## src/rtl/exu_csr_regfile_pkg.sv

```systemverilog
// Shared CSR addresses, bit positions and WARL masks for the machine-mode CSR file.
// Used by exu_csr_regfile and csr_counter64.
package exu_csr_regfile_pkg;

  localparam logic [11:0] CSR_MSTATUS   = 12'h300;
  localparam logic [11:0] CSR_MISA      = 12'h301;
  localparam logic [11:0] CSR_MIE       = 12'h304;
  localparam logic [11:0] CSR_MTVEC     = 12'h305;
  localparam logic [11:0] CSR_MSCRATCH  = 12'h340;
  localparam logic [11:0] CSR_MEPC      = 12'h341;
  localparam logic [11:0] CSR_MCAUSE    = 12'h342;
  localparam logic [11:0] CSR_MTVAL     = 12'h343;
  localparam logic [11:0] CSR_MIP       = 12'h344;
  localparam logic [11:0] CSR_MCYCLE    = 12'hB00;
  localparam logic [11:0] CSR_MINSTRET  = 12'hB02;
  localparam logic [11:0] CSR_MCYCLEH   = 12'hB80;
  localparam logic [11:0] CSR_MINSTRETH = 12'hB82;
  localparam logic [11:0] CSR_MHARTID   = 12'hF14;

  localparam int MSTATUS_MIE  = 3;
  localparam int MSTATUS_MPIE = 7;
  localparam int MIP_MSIP     = 3;
  localparam int MIP_MTIP     = 7;
  localparam int MIP_MEIP     = 11;

  localparam logic [31:0] MSTATUS_MPP_RO = 32'h0000_1800;
  localparam logic [31:0] MIE_WMASK      = 32'h0000_0888;
  localparam logic [31:0] MTVEC_WMASK    = 32'hFFFF_FFFD;
  localparam logic [31:0] MEPC_WMASK     = 32'hFFFF_FFFC;

  // MPP is hard-wired to machine mode; only MIE/MPIE have storage.
  function automatic logic [31:0] pack_mstatus(input logic mie, input logic mpie);
    logic [31:0] v;
    v = MSTATUS_MPP_RO;
    v[MSTATUS_MIE]  = mie;
    v[MSTATUS_MPIE] = mpie;
    return v;
  endfunction

endpackage

```

## src/rtl/exu_csr_regfile_csr_counter64.sv

```systemverilog
// 64-bit CSR counter with independently writable halves.
// A low-half write freezes the high half; a high-half write drops the low-half carry.
module csr_counter64
  import exu_csr_regfile_pkg::*;
(
  input  logic        clk,
  input  logic        rst,
  input  logic        inc,
  input  logic        we_lo,
  input  logic        we_hi,
  input  logic [31:0] wdata,
  output logic [31:0] lo,
  output logic [31:0] hi
);

  logic [32:0] lo_sum;

  assign lo_sum = {1'b0, lo} + {32'b0, inc};

  // NOTE: non-blocking assignments so both halves update from their pre-edge values.
  always_ff @(posedge clk) begin
    if (!rst) begin
      lo <= '0;
      hi <= '0;
    end else begin
      lo <= we_lo ? wdata : lo_sum[31:0];
      if (we_hi)
        hi <= wdata;
      else if (!we_lo)
        hi <= hi + {31'b0, lo_sum[32]};
    end
  end

endmodule

```

## src/rtl/exu_csr_regfile.sv

```systemverilog
// Machine-mode CSR register file: software writes, trap/mret updates, interrupt pending.
// Define CSR_COUNTERS_EN to build the mcycle/minstret counters; otherwise they read 0.
module exu_csr_regfile
  import exu_csr_regfile_pkg::*;
#(
  parameter logic [31:0] HART_ID     = 32'h0,
  parameter logic [31:0] MISA_VALUE  = 32'h4000_0100,
  parameter logic [31:0] MTVEC_RESET = 32'h0
) (
  input  logic        clk,
  input  logic        rst,
  input  logic [11:0] csr_raddr_i,
  output logic [31:0] csr_rdata_o,
  output logic        csr_illegal_o,
  input  logic        csr_we_i,
  input  logic [11:0] csr_waddr_i,
  input  logic [31:0] csr_wdata_i,
  input  logic        inst_retire_i,
  input  logic        trap_we_i,
  input  logic [31:0] trap_mepc_i,
  input  logic [31:0] trap_mcause_i,
  input  logic [31:0] trap_mtval_i,
  input  logic        mret_i,
  input  logic        irq_sw_i,
  input  logic        irq_timer_i,
  input  logic        irq_ext_i,
  output logic [31:0] mtvec_o,
  output logic [31:0] mepc_o,
  output logic        int_pending_o
);

  logic        mstatus_mie;
  logic        mstatus_mpie;
  logic [31:0] mie_q;
  logic [31:0] mtvec_q;
  logic [31:0] mscratch_q;
  logic [31:0] mepc_q;
  logic [31:0] mcause_q;
  logic [31:0] mtval_q;
  logic [31:0] mip;
  logic [31:0] mcycle_lo, mcycle_hi, minstret_lo, minstret_hi;

  logic wr_mstatus, wr_mie, wr_mtvec, wr_mscratch, wr_mepc, wr_mcause, wr_mtval;

  assign wr_mstatus  = csr_we_i && (csr_waddr_i == CSR_MSTATUS);
  assign wr_mie      = csr_we_i && (csr_waddr_i == CSR_MIE);
  assign wr_mtvec    = csr_we_i && (csr_waddr_i == CSR_MTVEC);
  assign wr_mscratch = csr_we_i && (csr_waddr_i == CSR_MSCRATCH);
  assign wr_mepc     = csr_we_i && (csr_waddr_i == CSR_MEPC);
  assign wr_mcause   = csr_we_i && (csr_waddr_i == CSR_MCAUSE);
  assign wr_mtval    = csr_we_i && (csr_waddr_i == CSR_MTVAL);

  always_comb begin
    mip           = '0;
    mip[MIP_MSIP] = irq_sw_i;
    mip[MIP_MTIP] = irq_timer_i;
    mip[MIP_MEIP] = irq_ext_i;
  end

  // Trap entry owns mstatus/mepc/mcause/mtval that cycle; mret outranks a mstatus write.
  always_ff @(posedge clk) begin
    if (!rst) begin
      mstatus_mie  <= 1'b0;
      mstatus_mpie <= 1'b0;
      mie_q        <= '0;
      mtvec_q      <= MTVEC_RESET;
      mscratch_q   <= '0;
      mepc_q       <= '0;
      mcause_q     <= '0;
      mtval_q      <= '0;
    end else begin
      if (wr_mie)      mie_q      <= csr_wdata_i & MIE_WMASK;
      if (wr_mtvec)    mtvec_q    <= csr_wdata_i & MTVEC_WMASK;
      if (wr_mscratch) mscratch_q <= csr_wdata_i;
      if (trap_we_i) begin
        mepc_q       <= trap_mepc_i & MEPC_WMASK;
        mcause_q     <= trap_mcause_i;
        mtval_q      <= trap_mtval_i;
        mstatus_mpie <= mstatus_mie;
        mstatus_mie  <= 1'b0;
      end else begin
        if (wr_mepc)   mepc_q   <= csr_wdata_i & MEPC_WMASK;
        if (wr_mcause) mcause_q <= csr_wdata_i;
        if (wr_mtval)  mtval_q  <= csr_wdata_i;
        if (mret_i) begin
          mstatus_mie  <= mstatus_mpie;
          mstatus_mpie <= 1'b1;
        end else if (wr_mstatus) begin
          mstatus_mie  <= csr_wdata_i[MSTATUS_MIE];
          mstatus_mpie <= csr_wdata_i[MSTATUS_MPIE];
        end
      end
    end
  end

`ifdef CSR_COUNTERS_EN
  csr_counter64 u_mcycle (
    .clk   (clk),
    .rst   (rst),
    .inc   (1'b1),
    .we_lo (csr_we_i && (csr_waddr_i == CSR_MCYCLE)),
    .we_hi (csr_we_i && (csr_waddr_i == CSR_MCYCLEH)),
    .wdata (csr_wdata_i),
    .lo    (mcycle_lo),
    .hi    (mcycle_hi)
  );

  csr_counter64 u_minstret (
    .clk   (clk),
    .rst   (rst),
    .inc   (inst_retire_i),
    .we_lo (csr_we_i && (csr_waddr_i == CSR_MINSTRET)),
    .we_hi (csr_we_i && (csr_waddr_i == CSR_MINSTRETH)),
    .wdata (csr_wdata_i),
    .lo    (minstret_lo),
    .hi    (minstret_hi)
  );
`else
  logic unused_inst_retire;

  assign unused_inst_retire = inst_retire_i;
  assign mcycle_lo   = '0;
  assign mcycle_hi   = '0;
  assign minstret_lo = '0;
  assign minstret_hi = '0;
`endif

  // NOTE: defaults first so every path assigns both outputs and no latch is inferred.
  always_comb begin
    csr_rdata_o   = '0;
    csr_illegal_o = 1'b0;
    case (csr_raddr_i)
      CSR_MSTATUS:   csr_rdata_o = pack_mstatus(mstatus_mie, mstatus_mpie);
      CSR_MISA:      csr_rdata_o = MISA_VALUE;
      CSR_MIE:       csr_rdata_o = mie_q;
      CSR_MTVEC:     csr_rdata_o = mtvec_q;
      CSR_MSCRATCH:  csr_rdata_o = mscratch_q;
      CSR_MEPC:      csr_rdata_o = mepc_q;
      CSR_MCAUSE:    csr_rdata_o = mcause_q;
      CSR_MTVAL:     csr_rdata_o = mtval_q;
      CSR_MIP:       csr_rdata_o = mip;
      CSR_MCYCLE:    csr_rdata_o = mcycle_lo;
      CSR_MCYCLEH:   csr_rdata_o = mcycle_hi;
      CSR_MINSTRET:  csr_rdata_o = minstret_lo;
      CSR_MINSTRETH: csr_rdata_o = minstret_hi;
      CSR_MHARTID:   csr_rdata_o = HART_ID;
      default:       csr_illegal_o = 1'b1;
    endcase
  end

  assign mtvec_o       = mtvec_q;
  assign mepc_o        = mepc_q;
  assign int_pending_o = mstatus_mie & |(mie_q & mip);

endmodule
```

## config.mk

```make
export PLATFORM = sky130hd
export DESIGN_NAME = exu_csr_regfile
export DESIGN_NICKNAME = d
export VERILOG_FILES = /design/src/rtl/exu_csr_regfile_pkg.sv /design/src/rtl/exu_csr_regfile_csr_counter64.sv /design/src/rtl/exu_csr_regfile.sv
export SDC_FILE = /design/constraint.sdc
export NUM_CORES = 1
export LEC_CHECK = 0
export CAP_MARGIN = 10
export CORE_MARGIN = 8
export CORE_UTILIZATION = 50
export CTS_BUF_LIST = sky130_fd_sc_hd__clkbuf_4
export DETAILED_ROUTE_END_ITERATION = 8
export DONT_BUFFER_PORTS = 1
export GPL_ROUTABILITY_DRIVEN = 0
export PLACE_DENSITY = 0.68
export SYNTH_ARGS = -nofsm -noshare
export SYNTH_HDL_FRONTEND = slang
export SYNTH_SLANG_ARGS = --single-unit
```

## constraint.sdc

```tcl
create_clock -name clk -period 2 [get_ports clk]
set_input_delay 0.3 -clock clk [delete_from_list [all_inputs] [get_ports clk]]
set_output_delay 0.3 -clock clk [all_outputs]
set_load 0.02 [all_outputs]
```

* Yosys cells after proc, flatten, opt, wreduce, memory -nomap -nowiden
Cells that the tools add are included.
** Storage, ports and cells
- Flip-flop bits (word level) :: 162
- Bits of input ports :: 161
- Output and inout bits :: 98
- Memories :: 0
- Bits in writable memories :: 0
- Logic and storage cells :: 60
- Bits in read-only memories :: 0
- Latch bits :: 0
** Cells by class
- Shift-type cells :: 0
- Add/subtract/negate cells :: 0
- Reductions and logical operators :: 15
- Eq/ne operators :: 21
- $lt $le $gt $ge :: 0
- Bitwise gates (word level) :: 3
- Divide/modulo/power cells :: 0
- Muxes and demuxes :: 13
- Multiply operators :: 0
** Operators with widths (count)
- $pmux W32 S9 :: 1
- $eq A12 B10 Y1 const B :: 16
- $mux W32 :: 6
- $eq A12 B12 Y1 const B :: 5
- $reduce_or A32 Y1 :: 1
- $reduce_or A14 Y1 :: 1
- $and A12 B12 Y12 :: 1
- $reduce_bool A2 Y1 :: 4
- $logic_and A1 B1 Y1 :: 7
- $mux W1 :: 6
- $reduce_bool A3 Y1 :: 1
- $reduce_or A2 Y1 :: 1
- $and A1 B1 Y1 :: 1
- $not A1 Y1 :: 1

* Depth between registers and ports, before layout
Gate-level depths: netlist of run 1.
- Depth after elaboration :: 5
- Depth in mapped cells :: 7
- Depth with buffers taken out :: 4

* Worst setup path before layout of run 1
Ideal clock, no wire load.
- Path type :: input-to-output
- Start :: in csr_raddr_i[1]
- End :: out csr_rdata_o[12]
- Buffers on the path :: 2
- Setup slack :: -0.176 ns
- Cell stages on the path :: 6
- Arrival :: 1.876 ns
- Required time :: 1.700 ns
- Cells stage by stage :: clkbuf_1 or4_4 nor4_4 buf_6 a22oi_1 nand2_1
** On the way
- Word-level cells in the longest chain between the ends :: 2
** Ends and longest elaborated chain
- start, declared :: RTL line exu_csr_regfile.sv:12 : input logic [11:0] csr_raddr_i,
- $eq A12 B10 Y1 :: RTL line exu_csr_regfile.sv:132 : case (csr_raddr_i)
- $pmux W32 S9 * :: RTL line exu_csr_regfile.sv:132
- end, declared :: RTL line exu_csr_regfile.sv:13 : output logic [31:0] csr_rdata_o,
Every way passes the cells marked *; elsewhere a longest branch is shown, timed or not.

* Final worst setup path of run 1
- Start :: reg mtval_q[11]
- End :: out csr_rdata_o[11]
** On the way
- Word-level cells in the longest chain between the ends :: 1
** Ends and longest elaborated chain
- start, declared :: RTL line exu_csr_regfile.sv:39 : logic [31:0] mtval_q;
- start signal, assigned :: RTL line exu_csr_regfile.sv:78 : mtval_q <= trap_mtval_i;
- start signal, assigned :: RTL line exu_csr_regfile.sv:84 : if (wr_mtval) mtval_q <= csr_wdata_i;
- $pmux W32 S9 :: RTL line exu_csr_regfile.sv:132
Every way passes these cells.

==> results.toml, run 1 <==
[synth]
yosysTopAreaCell = "dfxtp_1"
syn_area_um2 = 8360
ys_seq_area_frac = 0.388
netlist_instances = 1021
yosysUniqueCellTypes = 43
muxShareOfSynthArea = 0.116
synth_area_leaders = "dfxtp_1, mux2i_1, nor3_1"
avgSynthCellArea_um2 = 8.18
yosys.area_share.simple = 0.272
synth_top_flop_cell = "dfxtp_1"
synth_edf_count = 0
ys_async_sr_fraction = 0
synthAdderAreaFrac = 0
yosys.area.top_type_share = 0.388
ys_ff_latch = 162
synth-compound-area-share = 0.167
ys_warn_count = 0
synth_xor_area_frac = 0
synth_top_family_by_area = "simple AND/OR/NAND/NOR gates"

[routing]
drtPass1Iterations = 5
drt-total-wl_um = 33100
detail_route.wl_per_cell_um = 23.1
drtIter0Drc = 778
ant_nets = 0
via_count = 9138
drcViolationCount = 0
via_per_inst = 6.38

[timing]
relSlewSlack = 0.654
max_freq_mhz = 495
fin_skew_ns = 0.000243
rsz0062_at_grt = "true"
final-hold-violation-count = 0
post-route-period-util = 1.01
slew_viol_final = 0
setup_viol = 1
worst_slack_ns = -0.0199
min_period_ns = 2.02
timing_worst_slew_pin_value_ns = 0.517

[layout]
fillCellCount = 1298
area_delta_synth_final_pct = 37.7
multi_input_area_um2 = 4940
drive_gt1_frac = 0.110
seqCellArea_um2 = 3280
utilization = 0.699
fin_nets = 1358

[place]
dp_hpwl_um = 18000
portBuffers = 0
pre_cts_slack_ns = -0.0290

[critical_path]
crit_fanout = 2
worst_setup_path_end_kind = "primary output"
r2r_cells = 4
required_ns = 1.70
critPathKind = "reg -> out"
cp.arrival_ns = 1.72
startpoint_type = "flip-flop"

[floorplanning]
io-pin-count = 259
dieHeight_um = 145
dieArea_um2 = 21100
fp-row-count = 47
start_util = 0.508
die_w_um = 145
coreArea_um2 = 16500

[outcome]
violations = "setup timing"
status = "finished with violations"

[clock_network]
root_buffer = "clkbuf_4"
cts-buffers-inserted = 17
cts_buffer_depth = 2
insertion_delay_ns = 0.56
htreeDepth = 4
cts_setup_buffers = 0
cts.sinks = 162
path_clk_slew_ns = 0.14
cts_tree = "done"

[global_route]
grt_max_degree = 113
antenna_found_initial = 5
grt_pass1_vias = 9277
grt.overflow.total = 0
track_usage = 0.304
grt_pass1_wl_um = 52000

[power]
peakVddDrop_mv = 0.347
power-per-cell-area_nw_per_um2 = 553
total_leakage_power_nw = 4.18

[run]
max_cap_viol_count = 0

[min_path]
hold_path_class = "in -> reg"
hold_depth = 2
==> cell usage in the layout (no fill, tap or decap), drive strengths merged, types with 33 or more instances in the layout <==
master,count
dfxtp,162
nor2,40
dlygate4sd3,231
buf,33
nand2,79
o21ai,129
nor3b,64
nand3,34
nor3,162
a211oi,35
mux2i,97
==> power breakdown <==
group	switching, W	internal (W)	leakage (nW)
Sequential	0.000149	0.00337	1.34
Combinational	0.000438	0.000545	2.71
Clock	0.00124	0.000624	0.133
==> sequential cells by signal, indices dropped and copies added (netlist names) <==
register,flops
mstatus_mie,1
mtval_q,32
mepc_o,30
mstatus_mpie,1
mie_q,3
mtvec_o,31
mscratch_q,32
mcause_q,32
==> critical path: stages, from the launching register on <==
cell and delay (ns):
dfxtp_2 0.36, nand4b_1 0.12, a211oi_2 0.20, a21oi_1 0.06
o221ai_1 0.23, buf_4 0.19
==> layout make-up <==
type	instances	area share
Multi-Input combinational cell	749	0.430
Timing Repair Buffer	264	0.238
Tap cell	220	0.0239
Antenna cell	3	0.000652
Inverter	3	0.00109
Clock buffer	18	0.0117
Clock inverter	14	0.00990
Sequential cell	162	0.285
==> logic make-up after synthesis <==
kind of cell | count (synthesis)
buffers and inverters | 112
flip-flops | 162
multiplexers | 97
AO/OA/AOI/OAI | 230
AND/OR/NAND/NOR | 419
other | 1
==> worst paths after layout <==
| check | from | to | slack [ns] |
|---|---|---|---|
| min | trap_we_i | mcause_q[31]$_SDFFE_PN0P_ | 0.09 |
| min reg2reg | mscratch_q[28]$_SDFFE_PN0P_ | mscratch_q[28]$_SDFFE_PN0P_ | 0.47 |
| max | mtval_q[11]$_SDFFE_PN0P_ | csr_rdata_o[11] | -0.02 |
| max reg2reg | mie_q[11]$_SDFFE_PN0P_ | mie_q[11]$_SDFFE_PN0P_ | 0.29 |
==> cell usage after synthesis, types with 4 or more instances <==
cell and count:
nand2_1 79, buf_1 11, nor2b_1 5, buf_2 12, o21ai_0 129, nor3b_1 64
o22ai_1 30, a22o_1 25, nor2_1 40, dfxtp_1 162, nand4_1 5, nor4bb_1 5
mux2i_1 97, nor4_1 4, buf_4 6, clkbuf_1 78, nor3_1 162, a211oi_1 35
nand3_1 34
==> layer usage <==
layer | wire [um] | vias to the layer above | track usage
met5 | 16 | - | 0
met4 | 1200 | 4 | 0.138
met3 | 3300 | 99 | 0.0933
met2 | 15500 | 539 | 0.491
met1 | 13100 | 4379 | 0.366
li1 | - | 4117 | -
==> through the flow <==
| stage | instance area (um2) | power [W] | hold slack, ns | cells | TNS (ns) |
|---|---|---|---|---|---|
| 3_5_place_dp | 8730 | 0.00405 | 0.446 | 1165 | -0.0500 |
| 3_3_place_gp | 8730 | 0.00404 | 0.442 | 1165 | -0.0385 |
| 6_report | 11500 | 0.00636 | 0.0949 | 1433 | -0.0199 |
| 5_1_grt | 11500 | 0.00658 | 0.0460 | 1433 | -0.159 |
| 4_1_cts | 11400 | 0.00631 | 0.00610 | 1430 | -0.107 |
| 2_1_floorplan | 8550 | 0.00406 | 0.434 | 1023 | -0.280 |
==> repair_timing <==
action	CTS	global route
pin swaps	6	3
endpoints found under the setup margin	13	22
endpoints found under the hold margin	162	0
hold buffers	233	0
resized for setup	26	24
(Power assumes the default switching activity.)
==> inputs of run 2 (changes only) <==
Settings changed: SLEW_MARGIN from default to 20.
==> results of run 2 <==
No change in the layout: final DEF, timing and power equal those of run 1.
